===== config.mk =====
export PLATFORM = sky130hd
export DESIGN_NAME = multicycle_main_control
export DESIGN_NICKNAME = d
export VERILOG_FILES = /design/src/rtl/multicycle_main_control.sv
export SDC_FILE = /design/constraint.sdc
export NUM_CORES = 1
export LEC_CHECK = 0
export CAP_MARGIN = 0
export CORE_MARGIN = 2
export CORE_UTILIZATION = 44
export DETAILED_ROUTE_END_ITERATION = 6
export PLACE_DENSITY = 0.92
export SLEW_MARGIN = 20
export SYNTH_ARGS = -nofsm -noshare
export SYNTH_HDL_FRONTEND = slang
export SYNTH_SLANG_ARGS = --single-unit

===== constraint.sdc =====
create_clock -name clk -period 2.17 [get_ports clk]
set_input_delay 0.434 -clock clk [delete_from_list [all_inputs] [get_ports clk]]
set_output_delay 0.434 -clock clk [all_outputs]
set_load 0.02 [all_outputs]

===== src/rtl/multicycle_main_control.sv =====
// multicycle_main_control: main control FSM sequencing fetch/decode/execute/memory/writeback for the multi-cycle core
module multicycle_main_control #(
    parameter logic [3:0] RESET_STATE_ENC = 4'd0
) (
    input  logic       clk,
    input  logic       rst_n,
    input  logic [3:0] opcode,
    input  logic       alu_zero,
    input  logic       alu_neg,
    input  logic       mem_ready,
    output logic       PCWrite,
    output logic       IorD,
    output logic       MemRead,
    output logic       MemWrite,
    output logic       IRWrite,
    output logic       RegDst,
    output logic       MemtoReg,
    output logic       RegWrite,
    output logic       ALUSrcA,
    output logic [1:0] ALUSrcB,
    output logic [1:0] PCSource,
    output logic [3:0] ALUOp,
    output logic       illegal_op,
    output logic [3:0] state_dbg
);
    typedef enum logic [3:0] {
        FETCH     = 4'd0,
        DECODE    = 4'd1,
        MEM_ADDR  = 4'd2,
        MEM_READ  = 4'd3,
        MEM_WB    = 4'd4,
        MEM_WRITE = 4'd5,
        EXEC_R    = 4'd6,
        R_WB      = 4'd7,
        EXEC_I    = 4'd8,
        I_WB      = 4'd9,
        BRANCH    = 4'd10,
        JUMP      = 4'd11,
        ILLEGAL   = 4'd12
    } state_t;

    state_t r_state;
    logic   w_taken;

    assign state_dbg = r_state;
    assign w_taken = (opcode == 4'b1001) ? alu_zero :
                     (opcode == 4'b1010) ? !alu_zero :
                     (opcode == 4'b1011) ? alu_neg :
                     (opcode == 4'b1100) ? (!alu_neg && !alu_zero) : 1'b0;

    // State sequencing; memory states hold until mem_ready, unused encodings fall back to FETCH
    always_ff @(posedge clk or negedge rst_n) begin
        if (!rst_n) begin
            r_state <= state_t'(RESET_STATE_ENC);
        end else begin
            case (r_state)
                FETCH:     r_state <= mem_ready ? DECODE : FETCH;
                DECODE: begin
                    case (opcode)
                        4'b0000:                            r_state <= EXEC_R;
                        4'b0001, 4'b0010, 4'b0011, 4'b0100: r_state <= EXEC_I;
                        4'b0111, 4'b1000:                   r_state <= MEM_ADDR;
                        4'b1001, 4'b1010, 4'b1011, 4'b1100: r_state <= BRANCH;
                        4'b1101:                            r_state <= JUMP;
                        default:                            r_state <= ILLEGAL;
                    endcase
                end
                MEM_ADDR:  r_state <= (opcode == 4'b0111) ? MEM_READ : MEM_WRITE;
                MEM_READ:  r_state <= mem_ready ? MEM_WB : MEM_READ;
                MEM_WRITE: r_state <= mem_ready ? FETCH : MEM_WRITE;
                EXEC_R:    r_state <= R_WB;
                EXEC_I:    r_state <= I_WB;
                default:   r_state <= FETCH;
            endcase
        end
    end

    // Control outputs decoded from state so an async reset drops them at once
    always_comb begin
        PCWrite    = 1'b0;
        IorD       = 1'b0;
        MemRead    = 1'b0;
        MemWrite   = 1'b0;
        IRWrite    = 1'b0;
        RegDst     = 1'b0;
        MemtoReg   = 1'b0;
        RegWrite   = 1'b0;
        ALUSrcA    = 1'b0;
        ALUSrcB    = 2'b00;
        PCSource   = 2'b00;
        ALUOp      = 4'b0111;
        illegal_op = 1'b0;
        case (r_state)
            FETCH: begin
                MemRead = 1'b1;
                ALUSrcB = 2'b01;
                PCWrite = mem_ready;
                IRWrite = mem_ready;
            end
            DECODE:    ALUSrcB = 2'b11;
            EXEC_R: begin
                ALUSrcA = 1'b1;
                ALUOp   = 4'b0000;
            end
            R_WB: begin
                RegDst   = 1'b1;
                RegWrite = 1'b1;
                ALUOp    = 4'b0000;
            end
            EXEC_I, MEM_ADDR: begin
                ALUSrcA = 1'b1;
                ALUSrcB = 2'b10;
                ALUOp   = opcode;
            end
            I_WB: begin
                RegWrite = 1'b1;
                ALUOp    = opcode;
            end
            MEM_READ: begin
                MemRead = 1'b1;
                IorD    = 1'b1;
            end
            MEM_WB: begin
                MemtoReg = 1'b1;
                RegWrite = 1'b1;
            end
            MEM_WRITE: begin
                MemWrite = 1'b1;
                IorD     = 1'b1;
            end
            BRANCH: begin
                ALUSrcA  = 1'b1;
                ALUOp    = opcode;
                PCSource = 2'b01;
                PCWrite  = w_taken;
            end
            JUMP: begin
                PCSource = 2'b10;
                PCWrite  = 1'b1;
            end
            ILLEGAL:   illegal_op = 1'b1;
            default:   ;
        endcase
    end
endmodule


==> insert_results.sql, run 1 <==
INSERT INTO impl_metrics (metric_group, metric, value, unit) VALUES
('status', 'outcome', 'finished, final reports clean', ''),
('timing', 'fmaxAchievable', '0.470', 'GHz'),
('timing', 'setup_viol_count_final', '0', ''),
('cells_and_area', 'areaGrowthSynthToFinish', '72.0', '%'),
('clock_network', 'clk_transition_reported_paths', '0.04', 'ns'),
('setup_path', 'worst_ep_required_time', '1.74', 'ns'),
('place', 'io_buffer_count', '30', ''),
('drt', 'ant_nets', '0', ''),
('synthesis', 'most_used_flip_flop_cell_after_synthesis', 'dfrtp_1', ''),
('floorplan', 'floorplan.die_area', '0.00186', 'mm2'),
('global_routing', 'first_pass_grt_wire_length', '3900', 'um'),
('timing', 'finalHoldWorstSlack', '0.408', 'ns'),
('timing', 'final.setup.tns', '0', 'ns'),
('place', 'dpl_cell_area', '0.00114', 'mm2'),
('setup_path', 'crit_family', 'buffers and inverters', ''),
('cells_and_area', 'finalNetCount', '161', ''),
('global_routing', 'grt_start_max_net_pins', '12', ''),
('timing', 'final.setup_skew', '0.00147', 'ns'),
('place', 'routabilityCongestion', '0.933', ''),
('synthesis', 'synthesis.nets', '107', ''),
('min_path', 'hold_class', 'primary input to async pin', ''),
('synthesis', 'postSynthCellCount', '93', ''),
('run', 'maxCapViolations', '0', ''),
('global_routing', 'first_global_vias', '888', ''),
('synthesis', 'yosys_cell_types', '37', ''),
('synthesis', 'synth_edf_count', '0', ''),
('floorplan', 'dieWidth', '43.2', 'um'),
('place', 'placed_cells', '156', ''),
('clock_network', 'max-clock-path-buffers', '2', ''),
('global_routing', 'globalRoute.totalOverflow', '0', ''),
('setup_path', 'r2r_cells', '4', ''),
('cells_and_area', 'post_route_cells_drive_above_1_share', '0.283', ''),
('synthesis', 'number_of_register_bits_inferred_by_synthesis', '4', ''),
('cells_and_area', 'antenna-diode-count', '0', ''),
('clock_network', 'clock_sink_count', '4', ''),
('synthesis', 'synth_area', '674', 'um2'),
('clock_network', 'clock_tree_from_tritoncts', 'built', ''),
('drt', 'drt_pass1_iterations', '4', ''),
('timing', 'worst_pin_slew', '0.276', 'ns'),
('power', 'power.leakage', '0.580', 'nW'),
('cells_and_area', 'finish.cell_count_without_fillers', '161', ''),
('setup_path', 'end_kind', 'output pin', ''),
('drt', 'routed_wire_length_per_instance', '15.8', 'um'),
('global_routing', 'grt_util_all_layers', '0.281', ''),
('setup_path', 'cp-start-kind', 'register', ''),
('setup_path', 'rrSetupSlack', '0.56', 'ns'),
('clock_network', 'cts.root.buffer_cell', 'clkbuf_4', ''),
('floorplan', 'row_count', '14', ''),
('timing', 'minimum_clock_period', '2.13', 'ns'),
('setup_path', 'critical_path.reg2reg.startpoint', 'state_dbg[0]', ''),
('floorplan', 'top_level_ports', '31', ''),
('floorplan', 'placeableCoreArea', '0.00147', 'mm2'),
('synthesis', 'ys.warnings.count', '0', ''),
('timing', 'rsz_0062_raised_after_global_routing', 'false', ''),
('drt', 'drt-vias-per-instance', '5.78', ''),
('power', 'power-per-cell-area', '1300', 'mW/mm2'),
('cells_and_area', 'finish.instance_area', '0.00116', 'mm2'),
('clock_network', 'postCtsHoldBufs', '0', ''),
('power', 'irDropWorstVdd', '1050', 'uV'),
('drt', 'first_iter_violations', '28', ''),
('drt', 'drcViolationCount', '0', ''),
('clock_network', 'h-tree-depth', '1', ''),
('synthesis', 'synth_area_per_cell', '7.25', 'um2'),
('global_routing', 'initial_antenna_violation_count', '0', ''),
('place', 'hpwl', '1940', 'um'),
('setup_path', 'rr_endpoint', 'state_dbg[3]', ''),
('clock_network', 'insertion_delay', '0.24', 'ns'),
('timing', 'slew-limit-headroom', '0.816', ''),
('setup_path', 'max_stage_delay', '0.44', 'ns'),
('setup_path', 'cp_slowest_cell', 'dfrtp_1', ''),
('synthesis', 'sequential_element_share_of_the_synthesized_area', '0.148', '');
## metrics by stage
step,power [W],setup slack [ns]
2_1_floorplan,0.000854,0.0878
3_3_place_gp,0.00141,-0.593
3_5_place_dp,0.00145,-0.665
4_1_cts,0.00147,0.0209
5_1_grt,0.00159,0.00559
6_report,0.00151,0.0407
## where the power goes
group          leakage (nW)  switching [W]  internal [W]
Sequential           0.0490      0.0000558      0.000111
Clock                0.0138      0.0000305     0.0000619
Combinational         0.518       0.000671      0.000579
Total                 0.580       0.000757      0.000752
## synth_stat cells (2+ instances only)
| library cell | number | area, um2 |
|---|---|---|
| a21oi_1 | 5 | 25.0 |
| buf_2 | 4 | 20.0 |
| dfrtp_1 | 4 | 100 |
| ha_1 | 5 | 62.6 |
| inv_1 | 6 | 22.5 |
| mux2i_1 | 3 | 30.0 |
| nand2_1 | 9 | 33.8 |
| nand2b_1 | 7 | 43.8 |
| nor2_1 | 14 | 52.6 |
| nor3_1 | 5 | 25.0 |
| o21a_1 | 3 | 22.5 |
| o22ai_1 | 2 | 12.5 |
| xnor2_1 | 2 | 17.5 |
## layout make-up
class	count	area, um2
Sequential cell	4	103
Inverter	6	22.5
Multi-Input combinational cell	76	523
Clock buffer	3	22.5
Timing Repair Buffer	56	469
Tap cell	16	20.0
Fill cell	100	312
## cells in the final DEF (no fill, tap or decap), types with 2 or more instances in the layout
cell	Yosys	layout
dlygate4sd2_1	0	14
clkbuf_4	0	3
clkbuf_2	0	2
dfrtp_1	4	2
nor2_1	14	14
clkdlybuf4s50_1	0	12
a21oi_1	5	5
nand2b_1	7	7
mux2i_1	3	3
xnor2_1	2	2
dfrtp_2	0	2
o21a_1	3	3
nand2_1	9	9
nor3_1	5	5
buf_4	1	25
ha_1	5	5
inv_1	6	6
## what timing repair did
action / CTS / global route
resized for setup: 25 / 5
pin swaps: 1 / 0
endpoints found under the setup margin: 17 / 5
gates cloned: 0 / 0
buffers inserted: 0 / 2
## worst max-delay path by stage
stage                 startpoint     endpoint  slack, ns  depth (start not counted)
floorplan           state_dbg[2]      PCWrite       0.09                          5
global route        state_dbg[0]     ALUOp[1]      0.006                          5
detailed placement     opcode[0]      PCWrite      -0.66                          7
CTS                 state_dbg[2]  PCSource[1]       0.02                          4
finish              state_dbg[0]     ALUOp[1]       0.04                          5
global placement       opcode[0]      PCWrite      -0.59                          7
## layer usage
metal	wire, um	global-route usage	vias to the layer above
met2	1370	0.564	47
met4	65	0.133	0
met5	0	0	-
li1	-	-	438
met1	1000	0.288	437
met3	114	0.00851	8
## logic make-up (layout without fill, tap and decap cells)
logic type | after synthesis | after routing | synth area share
AND/OR/NAND/NOR | 43 | 43 | 0.323
AO/OA/AOI/OAI | 22 | 22 | 0.252
buffers and inverters | 13 | 65 | 0.0965
adder cells (fa/ha/maj) | 5 | 5 | 0.0928
multiplexers | 4 | 4 | 0.0612
flip-flops | 4 | 4 | 0.148
XOR/XNOR | 2 | 2 | 0.0260
No activity file was read; power rests on OpenSTA's default activity.
==> inputs of run 2 (changes only) <==
Settings changed: CORE_ASPECT_RATIO set to 1.2, CORE_UTILIZATION 44 to 40, PLACE_DENSITY 0.92 to 0.85, RECOVER_POWER set to 50, REMOVE_ABC_BUFFERS set to 1.
Clock period 2.17 ns to 2.2 ns, I/O delays scaled along.
==> run 2 against run 1 <==
Against the previous run:
- combinational power shrank 9%
- via count shrank 5.5%
- core utilization shrank 8.6 points
- largest cell class unchanged
==> insert_results.sql, run 2 (synthesized netlist as in run 1, its figures left out) <==
INSERT INTO impl_metrics (metric_group, metric, value, unit) VALUES
('cells_and_area', 'antenna-diode-count', '0', ''),
('clock_network', 'max-clock-path-buffers', '2', ''),
('place', 'dpl_cell_area', '0.00113', 'mm2'),
('setup_path', 'critical_path_peak_fanout', '3', ''),
('drt', 'drcViolationCount', '0', ''),
('drt', 'routed_wire_length_per_instance', '13.4', 'um'),
('place', 'routabilityCongestion', '0.826', ''),
('clock_network', 'cts_resized', '21', ''),
('timing', 'final.setup_skew', '0.00276', 'ns'),
('place', 'io_buffer_count', '30', ''),
('power', 'power-per-cell-area', '1240', 'mW/mm2'),
('clock_network', 'cts.root.buffer_cell', 'clkbuf_4', ''),
('timing', 'fmaxAchievable', '0.470', 'GHz'),
('cells_and_area', 'areaGrowthSynthToFinish', '66.8', '%'),
('floorplan', 'initial_utilization', '0.421', ''),
('floorplan', 'row_count', '16', ''),
('clock_network', 'h-tree-depth', '1', ''),
('setup_path', 'rr_endpoint', 'state_dbg[3]', ''),
('status', 'outcome', 'finished, final reports clean', ''),
('cells_and_area', 'finalNetCount', '157', ''),
('global_routing', 'globalRoute.totalOverflow', '0', ''),
('floorplan', 'top_level_ports', '31', ''),
('timing', 'slew-limit-headroom', '0.799', ''),
('clock_network', 'insertion_delay', '0.23', 'ns'),
('timing', 'layout_setup_ws', '0.0714', 'ns'),
('place', 'dpl_worst_slack', '-0.589', 'ns'),
('cells_and_area', 'largest_reg_flops', '4', ''),
('drt', 'wl', '2130', 'um'),
('cells_and_area', 'layout.cells.most_common', 'buf_4', ''),
('timing', 'worst_pin_slew', '0.297', 'ns'),
('drt', 'first_iter_violations', '15', ''),
('drt', 'route.vias.total', '879', ''),
('run', 'maxCapViolations', '0', ''),
('clock_network', 'cts_setup_buffers', '0', ''),
('timing', 'setup_viol_count_final', '0', ''),
('drt', 'ant_nets', '0', ''),
('cells_and_area', 'finish.instance_area', '0.00112', 'mm2'),
('global_routing', 'first_global_vias', '880', ''),
('global_routing', 'first_pass_grt_wire_length', '3680', 'um'),
('setup_path', 'cp.arrival', '1.69', 'ns'),
('cells_and_area', 'finished_core_util', '0.702', ''),
('clock_network', 'postCtsHoldBufs', '0', ''),
('setup_path', 'worst_ep_required_time', '1.76', 'ns'),
('power', 'power.leakage', '0.560', 'nW'),
('clock_network', 'clock_sink_count', '4', ''),
('setup_path', 'cp-startpoint', 'opcode[3]', ''),
('setup_path', 'setup.worst_path.end', 'ALUOp[3]', ''),
('setup_path', 'rrSetupSlack', '0.53', 'ns'),
('timing', 'rsz_0062_raised_after_global_routing', 'false', ''),
('setup_path', 'cp-start-kind', 'primary input', ''),
('clock_network', 'clk_transition_reported_paths', '0.04', 'ns'),
('drt', 'drt-vias-per-instance', '5.53', ''),
('clock_network', 'cts-buffers-inserted', '3', ''),
('cells_and_area', 'finish.cell_count_without_fillers', '159', ''),
('timing', 'hold_violations', '0', ''),
('global_routing', 'initial_antenna_violation_count', '0', ''),
('global_routing', 'grt_start_max_net_pins', '14', ''),
('place', 'hpwl', '1760', 'um'),
('setup_path', 'worstSetupPathType', 'primary input to output pin', ''),
('setup_path', 'r2r_cells', '4', ''),
('cells_and_area', 'layout_common_cells', 'buf_4 (18), dlygate4sd2_1 (15), nor2_1 (14)', ''),
('floorplan', 'floorplan.die_area', '0.00203', 'mm2'),
('timing', 'final_max_slew_viol_count', '0', ''),
('power', 'irDropWorstVdd', '613', 'uV'),
('setup_path', 'end_kind', 'output pin', ''),
('floorplan', 'die_height', '49.0', 'um'),
('place', 'placed_cells', '156', ''),
('timing', 'min_period_over_period', '0.968', ''),
('min_path', 'hold_class', 'primary input to async pin', ''),
('timing', 'minimum_clock_period', '2.13', 'ns'),
('floorplan', 'placeableCoreArea', '0.00160', 'mm2'),
('floorplan', 'dieWidth', '41.5', 'um'),
('clock_network', 'clock_tree_from_tritoncts', 'built', ''),
('setup_path', 'critical_path.reg2reg.startpoint', 'state_dbg[0]', ''),
('cells_and_area', 'post_route_cells_drive_above_1_share', '0.213', ''),
('drt', 'drt_pass1_iterations', '4', ''),
('global_routing', 'grt_util_all_layers', '0.226', '');
-- run 2: cell types whose count changed in the layout (fill, tap and decap cells not counted), moves of 2 or more --
cell and delta:
buf_4 -7, clkbuf_1 +2, clkdlybuf4s50_1 -5, dlygate4sd3_1 +6
-- run 2: how the worst min path moves through the flow --
stage	end	slack, ns	startpoint	cells after the start
after floorplan	state_dbg[0]	0.14	rst_n	0
after global placement	state_dbg[3]	0.65	rst_n	1
after detailed placement	state_dbg[3]	0.65	rst_n	1
after CTS	state_dbg[1]	0.40	rst_n	1
after global routing	state_dbg[0]	0.48	rst_n	1
final	state_dbg[1]	0.47	rst_n	1
-- run 2: through the flow --
step / TNS [ns] / hold slack (ns) / power, W
6_report: 0 / 0.473 / 0.00140
5_1_grt: 0 / 0.477 / 0.00150
4_1_cts: 0 / 0.399 / 0.00143
3_5_place_dp: -1.44 / 0.650 / 0.00141
3_3_place_gp: -1.19 / 0.648 / 0.00139
2_1_floorplan: -0.0335 / 0.144 / 0.000802
-- run 2: cell type report --
class	instances	area, um2
Multi-Input combinational cell	76	509
Fill cell	145	477
Timing Repair Buffer	52	447
Sequential cell	4	101
Inverter	6	22.5
Clock buffer	3	22.5
Tap cell	18	22.5
-- run 2: per-layer routing --
metal | GRT usage | wire (um) | up-vias
met2 | 0.445 | 1170 | 38
met1 | 0.229 | 811 | 411
met4 | 0.0753 | 25 | 0
met3 | 0.0444 | 116 | 4
li1 | - | - | 426
met5 | 0 | 0 | -
-- run 2: critical path, stage by stage --
cell and delay, ns:
clkdlybuf4s50_1 0.51, nor4bb_1 0.34, dlygate4sd2_1 0.39
-- run 2: report_power, final --
part	switching, W	internal (W)	total (W)	leakage (nW)
clock network	0.0000287	0.0000609	0.0000896	0.0138
registers	0.0000603	0.000107	0.000168	0.0505
logic	0.000600	0.000538	0.00114	0.496
